**src/rtl/exmple_pserial_tx.sv**
```systemverilog
// Parallel-to-serial transmitter: start bit, DSIZE data bits LSB first,
// optional even parity, stop bit; every bit held for DIV clock cycles.
module exmple_pserial_tx #(
  parameter int DSIZE  = 8,
  parameter int DIV    = 4,
  parameter int PARITY = 0
) (
  input  logic             clock,
  input  logic             rst_n,
  input  logic [DSIZE-1:0] pdata,
  input  logic             pvalid,
  output logic             pready,
  output logic             sdata,
  output logic             sbusy,
  output logic             sdone
);

  localparam int DW = (DIV > 1) ? $clog2(DIV) : 1;
  localparam int BW = $clog2(DSIZE);
  localparam logic [DW-1:0] DIV_LAST = DW'(DIV - 1);
  localparam logic [BW-1:0] BIT_LAST = BW'(DSIZE - 1);

  localparam logic [2:0] IDLE  = 3'd0;
  localparam logic [2:0] START = 3'd1;
  localparam logic [2:0] DATA  = 3'd2;
  localparam logic [2:0] PAR   = 3'd3;
  localparam logic [2:0] STOP  = 3'd4;

  logic [2:0]       state,   state_d;
  logic [DW-1:0]    div_cnt, div_cnt_d;
  logic [BW-1:0]    bit_cnt, bit_cnt_d;
  logic [DSIZE-1:0] shreg,   shreg_d;
  logic             par_bit, par_d;
  logic             sdata_d, pready_d, sbusy_d, sdone_d;
  logic             div_wrap;

  assign div_wrap = (div_cnt == DIV_LAST);

  // Next-state logic computes the value every register takes on the next
  // edge, so all outputs come straight from flops.
  always_comb begin
    // NOTE: every signal gets a default first so no path leaves it unassigned
    // and no latch is inferred.
    state_d   = state;
    div_cnt_d = div_cnt;
    bit_cnt_d = bit_cnt;
    shreg_d   = shreg;
    par_d     = par_bit;
    sdata_d   = sdata;
    pready_d  = pready;
    sbusy_d   = sbusy;

    if (state == IDLE) begin
      div_cnt_d = '0;
      bit_cnt_d = '0;
      sdata_d   = 1'b1;
      pready_d  = 1'b1;
      sbusy_d   = 1'b0;
      if (pvalid && pready) begin
        state_d  = START;
        shreg_d  = pdata;
        par_d    = ^pdata;
        sdata_d  = 1'b0;
        pready_d = 1'b0;
        sbusy_d  = 1'b1;
      end
    end else if (!div_wrap) begin
      div_cnt_d = div_cnt + 1'b1;
    end else begin
      div_cnt_d = '0;
      case (state)
        START: begin
          state_d = DATA;
          sdata_d = shreg[0];
          shreg_d = shreg >> 1;
        end
        DATA: begin
          if (bit_cnt == BIT_LAST) begin
            bit_cnt_d = '0;
            if (PARITY != 0) begin
              state_d = PAR;
              sdata_d = par_bit;
            end else begin
              state_d = STOP;
              sdata_d = 1'b1;
            end
          end else begin
            bit_cnt_d = bit_cnt + 1'b1;
            sdata_d   = shreg[0];
            shreg_d   = shreg >> 1;
          end
        end
        PAR: begin
          state_d = STOP;
          sdata_d = 1'b1;
        end
        default: begin
          // STOP completion, or recovery from an unreachable encoding.
          state_d   = IDLE;
          bit_cnt_d = '0;
          sdata_d   = 1'b1;
          pready_d  = 1'b1;
          sbusy_d   = 1'b0;
        end
      endcase
    end

    // sdone marks the final divider tick of STOP, including DIV=1.
    sdone_d = (state_d == STOP) && (div_cnt_d == DIV_LAST);
  end

  always_ff @(posedge clock or negedge rst_n) begin
    if (!rst_n) begin
      state   <= IDLE;
      div_cnt <= '0;
      bit_cnt <= '0;
      shreg   <= '0;
      par_bit <= 1'b0;
      sdata   <= 1'b1;
      pready  <= 1'b1;
      sbusy   <= 1'b0;
      sdone   <= 1'b0;
    end else begin
      // NOTE: non-blocking assignments so every flop samples pre-edge values.
      state   <= state_d;
      div_cnt <= div_cnt_d;
      bit_cnt <= bit_cnt_d;
      shreg   <= shreg_d;
      par_bit <= par_d;
      sdata   <= sdata_d;
      pready  <= pready_d;
      sbusy   <= sbusy_d;
      sdone   <= sdone_d;
    end
  end

endmodule

```
**config.mk**
```make
export PLATFORM = sky130hd
export DESIGN_NAME = exmple_pserial_tx
export DESIGN_NICKNAME = d
export VERILOG_FILES = /design/src/rtl/exmple_pserial_tx.sv
export SDC_FILE = /design/constraint.sdc
export NUM_CORES = 1
export LEC_CHECK = 0
export CORE_MARGIN = 5
export CORE_UTILIZATION = 51
export DETAILED_ROUTE_END_ITERATION = 8
export GPL_TIMING_DRIVEN = 1
export PLACE_DENSITY = 0.76
export SETUP_SLACK_MARGIN = 0.3
export SYNTH_ARGS = -nofsm -noshare
export SYNTH_HDL_FRONTEND = slang
export SYNTH_SLANG_ARGS = --single-unit
```
**constraint.sdc**
```tcl
create_clock -name clock -period 6 [get_ports clock]
set_clock_uncertainty 0.15 [all_clocks]
set_input_delay 1.2 -clock clock [delete_from_list [all_inputs] [get_ports clock]]
set_output_delay 1.2 -clock clock [all_outputs]
set_load 0.1 [all_outputs]
```
==> results of run 1 <==
## power by group
part	total [mW]	switching, mW	internal (mW)	leakage [nW]
Combinational	0.334	0.182	0.152	0.247
Sequential	0.236	0.0443	0.192	0.251
Clock	0.109	0.0417	0.0675	0.0279
Total	0.679	0.268	0.411	0.526
## synth_stat cells
cell type	number
dfstp_2	2
a211o_1	1
mux2i_1	1
nor3_1	2
nor4_1	1
nor2_1	1
o32ai_1	2
ha_1	3
o41ai_1	1
o21ai_0	7
nand2_1	2
clkbuf_1	5
buf_2	1
a22o_1	3
a211oi_1	1
o311a_1	1
nand2b_1	5
or3b_2	1
o31ai_1	1
or3b_1	1
inv_1	9
or2_2	1
o22ai_1	2
mux2_2	15
nand3_1	1
dfrtp_1	18
a311oi_4	1
## layout make-up
class / instances / area share
Clock buffer: 3 / 0.0182
Clock inverter: 1 / 0.0243
Inverter: 9 / 0.0274
Multi-Input combinational cell: 54 / 0.376
Sequential cell: 20 / 0.407
Tap cell: 27 / 0.0274
Timing Repair Buffer: 15 / 0.120
## layer usage
layer	routed length [microns]	part of all wire	global-route usage	up-vias
met1	851	0.45	0.211	355
met4	23	0.012	0.0498	0
met5	0	0	0	-
met3	86	0.045	0.0245	4
li1	-	-	-	347
met2	932	0.49	0.240	17
## state kept, by name, indices dropped and copies added (netlist names)
name and flops:
bit_cnt 3, div_cnt 2, pready 1, sbusy 1, sdata 1, sdone 1, shreg 8, state 3
## worst paths after layout
| check | start | end | slack [ps] | cells past startpoint |
|---|---|---|---|---|
| worst max-delay path | pready | pready | 2620 | 1 |
| worst min-delay path | div_cnt[0] | div_cnt[0] | 340 | 1 |
| worst max register to register | bit_cnt[0] | shreg[0] | 3490 | 5 |
| worst min register to register | div_cnt[0] | div_cnt[0] | 340 | 1 |
| max in group asynchronous | rst_n | state[2] | 3940 | 1 |
| min in group asynchronous | rst_n | shreg[7] | 1220 | 1 |
## per-stage QoR
step           hold WS (ps)  area (sq um)  power (mW)  setup WS, ps
2_1_floorplan           288          1020       0.503          3620
3_3_place_gp            310          1180       0.560          2970
3_5_place_dp            323          1180       0.577          2940
4_1_cts                 344          1230       0.684          2610
5_1_grt                 349          1230       0.725          2560
6_report                345          1230       0.679          2620
## logic make-up after synthesis
logic type      share of synthesized area
compound gates                      0.156
flops                               0.491
fa+ha+maj                          0.0366
mux                                 0.175
buf+inv                            0.0562
simple gates                       0.0855
==> results by group, run 1 <==
Run status
  • Outcome: completed

Clocking
  • Clock Path Buffers: 2
  • Sink Count: 20
  • Post-CTS Resized: 0
  • Later-pin clock latency in the skew report: around 310 ps
  • Postcts setup bufs: 0
  • Hold Buf Count CTS: 0
  • Reg clk slew, reported paths: 120 ps
  • Num CTS Buffers: 3
  • Root Buffer: clkbuf_4
  • TritonCTS clock tree: done
  • H-Tree Depth: 1

Placement
  • DP HPWL: between 1000 and 1500 microns
  • IO buf count: 14
  • Dpl cells: ~130
  • GP Congestion: between 0.7 and 0.8

Synth
  • Post-synth top area cell: dfrtp_1
  • Syn nets: slightly above 100
  • Synth Area per Inst: ~12 sq um
  • FF+latch count, synth: 20
  • Post-Syn Area: between 1000 and 1500 sq um
  • Largest cells by area after synthesis: dfrtp_1, mux2_2, dfstp_2
  • YS warnings: 0
  • Post-Synthesis Cells: between 80 and 90
  • Netlist cell types: 27
  • Post-synth top area share: 0.440
  • Seq/Total Area, Yosys: 0.491

Cells and area
  • Share of cells above drive strength 1: 0.245
  • Reg area: 503 sq um
  • Ant. Diodes: 0
  • Synth-to-Final Area Change: 20.5%
  • Multi-input logic area: between 400 and 500 sq um
  • Utilization after layout: 0.636
  • Fin cells: between 100 and 150
  • Commonest cells after routing, fill and taps aside: dfrtp_1, mux2_2, clkdlybuf4s50_1
  • Commonest non-fill, non-tap cell in the layout: dfrtp_1
  • Fillers: between 150 and 200
  • Nets: 117

Timing
  • Part of the cycle the worst path needs: 0.564
  • Fin. max-slew vios: 0
  • Relative slew margins: 0.354
  • Final Hold Vio Count: 0
  • Final Setup Violations: 0
  • Setup TNS: 0 ps
  • Post-layout min period: about 3400 ps
  • RSZ-0062 raised after global routing: false
  • Fmax: slightly below 0.3 GHz
  • Slew @ Worst Pin: just under 1000 ps

Global route
  • Total grt overflow: 0
  • Total GRT Usage: 0.152
  • First-pass GRT wire length: 3200 microns
  • Vias in the first global route: slightly below 700
  • Largest net degree at the start of global routing: 21
  • Initial antenna violation count: 0

Floorplan
  • DIE AREA: 3010 sq um
  • Initial Utilization: 0.528
  • Die H: roughly 55 microns
  • IO Pins: 15
  • Row cnt: 16
  • Die Wd: ~55 microns
  • Core area: approximately 1900 sq um

Setup path
  • Crit-path max FO: 6
  • Family with the most delay on the worst path: buffers and inverters
  • Slowest stage delay, CP: ~1100 ps
  • WP data arrival: just over 2000 ps
  • Slowest cell on crit path: clkdlybuf4s50_1
  • Critical-path cell list: clkdlybuf4s50_1
  • WP buf/inv: 1
  • CP Class: register to output port
  • Worst setup SP type: register
  • Crit path required time: ~4700 ps
  • Crit. End Element: output port

Routing
  • DR iter-0 viols: 20
  • DR DRC count: 0
  • Routed WL per cell: between 10 and 15 microns
  • DRT Wirelength: ~1900 microns
  • Pre-antenna DRT Iters: 5
  • Via/cell ratio: ~5.6
  • Post-route ant nets: 0
  • Total vias in the final route: slightly above 700

Hold path
  • Hold WC Path Type: register to register

Run
  • Max-Cap Viols: 0

Power
  • Leak: about 0.53 nW
  • Peak VDD IR: about 0.0003 V
  • PD cells: roughly 550 nW/um^2
Note: power is estimated with default switching activity, not from simulation.
==> run 2: changes to the inputs <==
==> constraint.sdc (replaced) <==
create_clock -name clock -period 3.3 [get_ports clock]
set_clock_uncertainty 0.15 [all_clocks]
set_input_delay 0.66 -clock clock [delete_from_list [all_inputs] [get_ports clock]]
set_output_delay 0.66 -clock clock [all_outputs]
set_load 0.1 [all_outputs]
==> run 2 against run 1 <==
  * Cell count did not move
  * Clock power rose by 27%
  * Sequential power rose by 82%
  * Global-route usage fell by 0.083 points
  * Count of clock-buffer cells in the layout rose by 1
  * Via count fell by 3.3%
  * Power rose by 71%
  * Largest cell class unchanged
==> results by group, run 2 (synthesis gave the netlist of run 1 again) <==
Run status
  • Outcome: completed (unchanged)

Clocking
  • Later-pin clock latency in the skew report: 290 ps (was 310 ps)
  • Postcts setup bufs: 0 (unchanged)
  • Hold Buf Count CTS: 0 (unchanged)
  • Root Buffer: clkbuf_4 (unchanged)
  • Reg clk slew, reported paths: 110 ps (was 120 ps)
  • TritonCTS clock tree: done (unchanged)
  • Num CTS Buffers: 3 (unchanged)
  • Sink Count: 20 (unchanged)
  • H-Tree Depth: 1 (unchanged)
  • Post-CTS Resized: 0 (unchanged)
  • Clock Path Buffers: 2 (unchanged)

Floorplan
  • Die Wd: 54.8 microns (unchanged)
  • DIE AREA: 3010 sq um (unchanged)
  • Core area: 1940 sq um (unchanged)
  • Row cnt: 16 (unchanged)
  • IO Pins: 15 (unchanged)
  • Die H: 54.8 microns (unchanged)
  • Initial Utilization: 0.528 (unchanged)

Routing
  • Total vias in the final route: 699 (was 723)
  • DRT Wirelength: 1830 microns (was 1890 microns)
  • Uppermost layer routed: met4 (unchanged)
  • Via/cell ratio: 5.42 (was 5.60)
  • Post-route ant nets: 0 (unchanged)
  • Routed WL per cell: 14.2 microns (was 14.7 microns)
  • DR DRC count: 0 (unchanged)
  • DR iter-0 viols: 7 (was 20)
  • WL met3: 65 microns (was 86 microns)
  • Pre-antenna DRT Iters: 4 (was 5)
  • M1 WL: 839 microns (was 851 microns)
  • DR WL met2: 905 microns (was 932 microns)

Cells and area
  • Multi-input logic area: 464 sq um (unchanged)
  • Nets: 117 (unchanged)
  • Largest Register: shreg (unchanged)
  • Utilization after layout: 0.622 (was 0.636)
  • Post-route cell area: 1210 sq um (was 1230 sq um)
  • Share of cells above drive strength 1: 0.284 (was 0.245)
  • Synth-to-Final Area Change: 17.9% (was 20.5%)
  • Fillers: 167 (was 171)
  • Commonest cells after routing, fill and taps aside: dfrtp_1, mux2_2, clkdlybuf4s50_1 (unchanged)
  • Max reg flops: 8 (unchanged)
  • Ant. Diodes: 0 (unchanged)
  • Largest registers: shreg (8), bit_cnt (3), state (3) (unchanged)
  • Commonest non-fill, non-tap cell in the layout: dfrtp_1 (unchanged)
  • Reg area: 503 sq um (unchanged)

Timing
  • Final Setup Violations: 0 (unchanged)
  • RSZ-0062 raised after global routing: false (unchanged)
  • Setup TNS: 0 ps (unchanged)
  • Fin. max-slew vios: 0 (unchanged)
  • Slew @ Worst Pin: 859 ps (was 965 ps)
  • Worst hold slack: 334 ps (was 345 ps)
  • Final Hold Vio Count: 0 (unchanged)
  • Relative slew margins: 0.426 (was 0.354)
  • Post-layout min period: 2480 ps
  • Part of the cycle the worst path needs: 0.750
  • Fmax: slightly above 0.4 GHz

Global route
  • Total grt overflow: 0 (unchanged)
  • Vias in the first global route: 696 (was 691)
  • First-pass GRT wire length: 3130 microns (was 3200 microns)
  • Total GRT Usage: 0.151 (was 0.152)
  • Largest net degree at the start of global routing: 21 (unchanged)
  • Initial antenna violation count: 0 (unchanged)

Run
  • Max-Cap Viols: 0 (unchanged)

Power
  • Peak VDD IR: 0.000583 V (was 0.000304 V)
  • PD cells: 961 nW/um^2 (was 550 nW/um^2)
  • Leak: 0.524 nW (was 0.526 nW)

Setup path
  • Crit. End Element: register (was output port)
  • Worst setup SP type: register (unchanged)
  • Crit path required time: 3340 ps (was 4650 ps)
  • CP Class: register to register (was register to output port)
  • WP data arrival: 2510 ps (was 2030 ps)
  • Crit-path max FO: 8 (was 6)

Placement
  • DP HPWL: 1320 microns (was 1360 microns)
  • IO buf count: 14 (unchanged)
  • Area after DPL: 1170 sq um (was 1180 sq um)
  • GP Congestion: 0.731 (was 0.702)

Hold path
  • Hold WC Path Type: register to register (unchanged)
run 2: changes by cell type in the layout (fill, tap and decap cells not counted), sizes merged:
cell           before  now
clkbuf              3    4
buf                 1    5
clkdlybuf4s50      14   10
bufinv              1    0
run 2: stage by stage:
step	setup slack, ps	instances	power (mW)
final	825	129	1.16
after global routing	713	129	1.25
after CTS	815	129	1.18
after detailed placement	792	125	1.04
after global placement	836	125	1.01
after floorplan	1010	89	0.914
run 2: worst paths after layout:
path / cells after the start / from / slack (ps) / endpoint
max: 5 / bit_cnt[0] / 820 / shreg[6]
min: 1 / div_cnt[0] / 330 / div_cnt[0]
max reg2reg: 5 / bit_cnt[0] / 820 / shreg[6]
min reg2reg: 1 / div_cnt[0] / 330 / div_cnt[0]
max in group asynchronous: 1 / rst_n / 1780 / shreg[1]
min in group asynchronous: 1 / rst_n / 690 / sdone
run 2: power breakdown:
| part | switching (mW) | leakage (nW) | internal, mW | total (mW) |
|---|---|---|---|---|
| clock | 0.0712 | 0.0210 | 0.0672 | 0.138 |
| sequential | 0.0798 | 0.251 | 0.349 | 0.429 |
| combinational | 0.324 | 0.251 | 0.271 | 0.595 |
run 2: layout make-up:
type	instances	share of cell area
well taps	27	0.0280
multi-input cells	54	0.384
flip-flops and latches	20	0.416
clock buffers	4	0.0300
repair buffers	15	0.114
inverters	9	0.0280
run 2: critical path: stages (launching register included):
cell and delay [ps]:
dfrtp_1 430, ha_1 210, ha_1 230, or3b_1 400
a311oi_4 550, mux2_2 400
run 2: per-layer routing:
layer / vias to the layer above / global-route usage
met5: - / 0
met4: 0 / 0.0747
met3: 2 / 0.0409
met2: 11 / 0.242
met1: 336 / 0.186
li1: 350 / -
==> run 3: changes to the inputs <==
--- a/config.mk
+++ b/config.mk
@@ -6,10 +6,10 @@
 export NUM_CORES = 1
 export LEC_CHECK = 0
 export CORE_MARGIN = 5
-export CORE_UTILIZATION = 51
+export CORE_UTILIZATION = 47
 export DETAILED_ROUTE_END_ITERATION = 8
 export GPL_TIMING_DRIVEN = 1
-export PLACE_DENSITY = 0.76
+export PLACE_DENSITY = 0.73
 export SETUP_SLACK_MARGIN = 0.3
 export SYNTH_ARGS = -nofsm -noshare
 export SYNTH_HDL_FRONTEND = slang
==> constraint.sdc (replaced) <==
create_clock -name clock -period 2.1 [get_ports clock]
set_clock_uncertainty 0.15 [all_clocks]
set_input_delay 0.42 -clock clock [delete_from_list [all_inputs] [get_ports clock]]
set_output_delay 0.42 -clock clock [all_outputs]
set_load 0.1 [all_outputs]
==> run 3 against run 2 <==
  * The flow now finishes with violations (setup timing)
  * Sequential power rose by 56%
  * Sequential share of layout area fell by 5.1 points
  * Maximum frequency rose by 14%
  * Largest cell class is now multi-input gates
==> results by group, run 3 (synthesis gave the netlist of run 1 again) <==
Run status
  • Outcome: complete, but fails checks (was completed)
  • Failing checks: setup timing

Cells and area
  • Max reg flops: 8 (unchanged)
  • Synth-to-Final Area Change: 34.4% (was 17.9%)
  • Fin cells: 141 (was 129)
  • Nets: 128 (was 117)
  • Fillers: 182 (was 167)
  • Ant. Diodes: 0 (unchanged)
  • Share of cells above drive strength 1: 0.381 (was 0.284)
  • Utilization after layout: 0.641 (was 0.622)
  • Largest registers: shreg (8), bit_cnt (3), state (3) (unchanged)
  • Commonest cells after routing, fill and taps aside: dfrtp_1, buf_4, clkdlybuf4s50_1 (was dfrtp_1, mux2_2, clkdlybuf4s50_1)
  • Largest Register: shreg (unchanged)
  • Post-route cell area: 1380 sq um (was 1210 sq um)
  • Commonest non-fill, non-tap cell in the layout: dfrtp_1 (unchanged)

Power
  • Combinational cell fraction of total power: 0.593 (was 0.512)
  • Seq pwr share: 0.317 (was 0.369)
  • PD cells: 1530 nW/um^2 (was 961 nW/um^2)
  • Peak VDD IR: 0.000917 V (was 0.000583 V)
  • Leak: 0.618 nW (was 0.524 nW)
  • Sw Ratio: 0.398 (was 0.409)
  • Switching power: 0.840 mW (was 0.475 mW)
  • Design Power: 2.11 mW (was 1.16 mW)
  • Clock network power share: 0.091 (was 0.119)
  • Cell-internal power: 1.27 mW (was 0.687 mW)

Timing
  • Fin. max-slew vios: 0 (unchanged)
  • Worst hold slack: 295 ps (was 334 ps)
  • Setup TNS: -408 ps (was 0 ps)
  • Final Hold Vio Count: 0 (unchanged)
  • Final WS setup: -64.8 ps (was 825 ps)
  • Part of the cycle the worst path needs: 1.03 (was 0.750)
  • Relative slew margins: 0.724 (was 0.426)
  • Final Setup Violations: 7 (was 0)
  • RSZ-0062 raised after global routing: true (was false)
  • Slew @ Worst Pin: 411 ps (was 859 ps)
  • Fmax: 0.462 GHz (was 0.404 GHz)
  • Post-layout min period: 2160 ps (was 2480 ps)

Run
  • Max-Cap Viols: 0 (unchanged)

Setup path
  • Crit-path max FO: 8 (unchanged)
  • Slowest cell on crit path: dfrtp_1 (was a311oi_4)
  • CP Class: register to register (unchanged)
  • Crit. End Element: register (unchanged)
  • Critical-path cell list: ha_2, ha_4, or3b_4, a311oi_4, buf_12, mux2_4 (was ha_1, ha_1, or3b_1, a311oi_4, mux2_2)
  • WP data arrival: 2210 ps (was 2510 ps)
  • Reg2reg start: bit_cnt[1] (was bit_cnt[0])
  • Crit path required time: 2140 ps (was 3340 ps)
  • Slowest stage delay, CP: 400 ps (was 550 ps)
  • Worst setup SP type: register (unchanged)
  • Worst setup path startpoint: bit_cnt[1] (was bit_cnt[0])

Clocking
  • Num CTS Buffers: 3 (unchanged)
  • Sink Count: 20 (unchanged)
  • H-Tree Depth: 1 (unchanged)
  • Later-pin clock latency in the skew report: 300 ps (was 290 ps)
  • Root Buffer: clkbuf_4 (unchanged)
  • TritonCTS clock tree: done (unchanged)
  • Hold Buf Count CTS: 0 (unchanged)
  • Reg clk slew, reported paths: 110 ps (about the same)
  • Clock Path Buffers: 2 (unchanged)

Floorplan
  • Initial Utilization: 0.477 (was 0.528)
  • Row cnt: 17 (was 16)
  • Die H: 56.7 microns (was 54.8 microns)
  • Core area: 2150 sq um (was 1940 sq um)
  • IO Pins: 15 (unchanged)
  • Die Wd: 56.7 microns (was 54.8 microns)
  • DIE AREA: 3210 sq um (was 3010 sq um)

Placement
  • IO buf count: 14 (unchanged)
  • Dpl cells: 135 (was 125)
  • Area after DPL: 1320 sq um (was 1170 sq um)
  • DP HPWL: 1540 microns (was 1320 microns)
  • Setup WS pre-CTS: -58.4 ps (was 792 ps)
  • GP Congestion: 0.766 (was 0.731)

Routing
  • Pre-antenna DRT Iters: 4 (unchanged)
  • DRT Wirelength: 2100 microns (was 1830 microns)
  • DR DRC count: 0 (unchanged)
  • Post-route ant nets: 0 (unchanged)
  • DR iter-0 viols: 16 (was 7)
  • Total vias in the final route: 772 (was 699)
  • Via/cell ratio: 5.48 (was 5.42)
  • Routed WL per cell: 14.9 microns (was 14.2 microns)

Global route
  • Vias in the first global route: 759 (was 696)
  • Initial antenna violation count: 0 (unchanged)
  • Total grt overflow: 0 (unchanged)
  • First-pass GRT wire length: 3600 microns (was 3130 microns)
  • Total GRT Usage: 0.149 (was 0.151)
  • Largest net degree at the start of global routing: 21 (unchanged)

Hold path
  • Hold WC Path Type: primary input to asynchronous set/reset pin (was register to register)
## run 3: cell types whose count changed in the layout (fill, tap and decap cells not counted), sizes merged
cell / previous run / this run
buf: 5 / 16
## run 3: final cells by class
type / count / area, sq um / area share
clock buffers: 4 / 26.3 / 0.0191
inverters: 9 / 33.8 / 0.0245
multi-input cells: 54 / 518 / 0.376
flip-flops and latches: 20 / 503 / 0.365
well taps: 28 / 35.0 / 0.0254
repair buffers: 26 / 262 / 0.190
## run 3: final timing paths
kind,cells after the start,end,slack [ps]
worst max-delay path,6,shreg[1],-60
worst min-delay path,2,sbusy,300
worst max register to register,6,shreg[1],-60
worst min register to register,1,div_cnt[0],320
max in group asynchronous,2,sdata,1240
min in group clock,1,div_cnt[0],320
## run 3: repair_timing
item | 4_1_cts | 5_1_grt
resized for setup | 3 | 1
cloned | 0 | 0
buffers inserted | 2 | 0
pin swaps | 2 | 2
setup endpoints to repair | 9 | 12
## run 3: per-layer routing
layer / up-vias / wire length (microns) / global-route usage
met3: 5 / 92 / 0.0299
met1: 387 / 970 / 0.198
met4: 0 / 49 / 0.0814
met2: 15 / 991 / 0.224
met5: - / 0 / 0
li1: 365 / - / -
## run 3: critical path, delay by kind of cell (launching register included)
kind | cells | cell delay [ps]
fa+ha+maj | 2 | 350
buf+inv | 1 | 180
simple gates | 1 | 370
flops | 1 | 400
mux | 1 | 300
compound gates | 1 | 300
## run 3: power by group through the flow
stage	Sequential, mW	Clock, mW	Combinational [mW]
2_1_floorplan	0.817	0	0.727
3_3_place_gp	0.669	0	1.21
3_5_place_dp	0.671	0	1.25
4_1_cts	0.668	0.196	1.25
5_1_grt	0.686	0.210	1.34
6_report	0.668	0.191	1.25
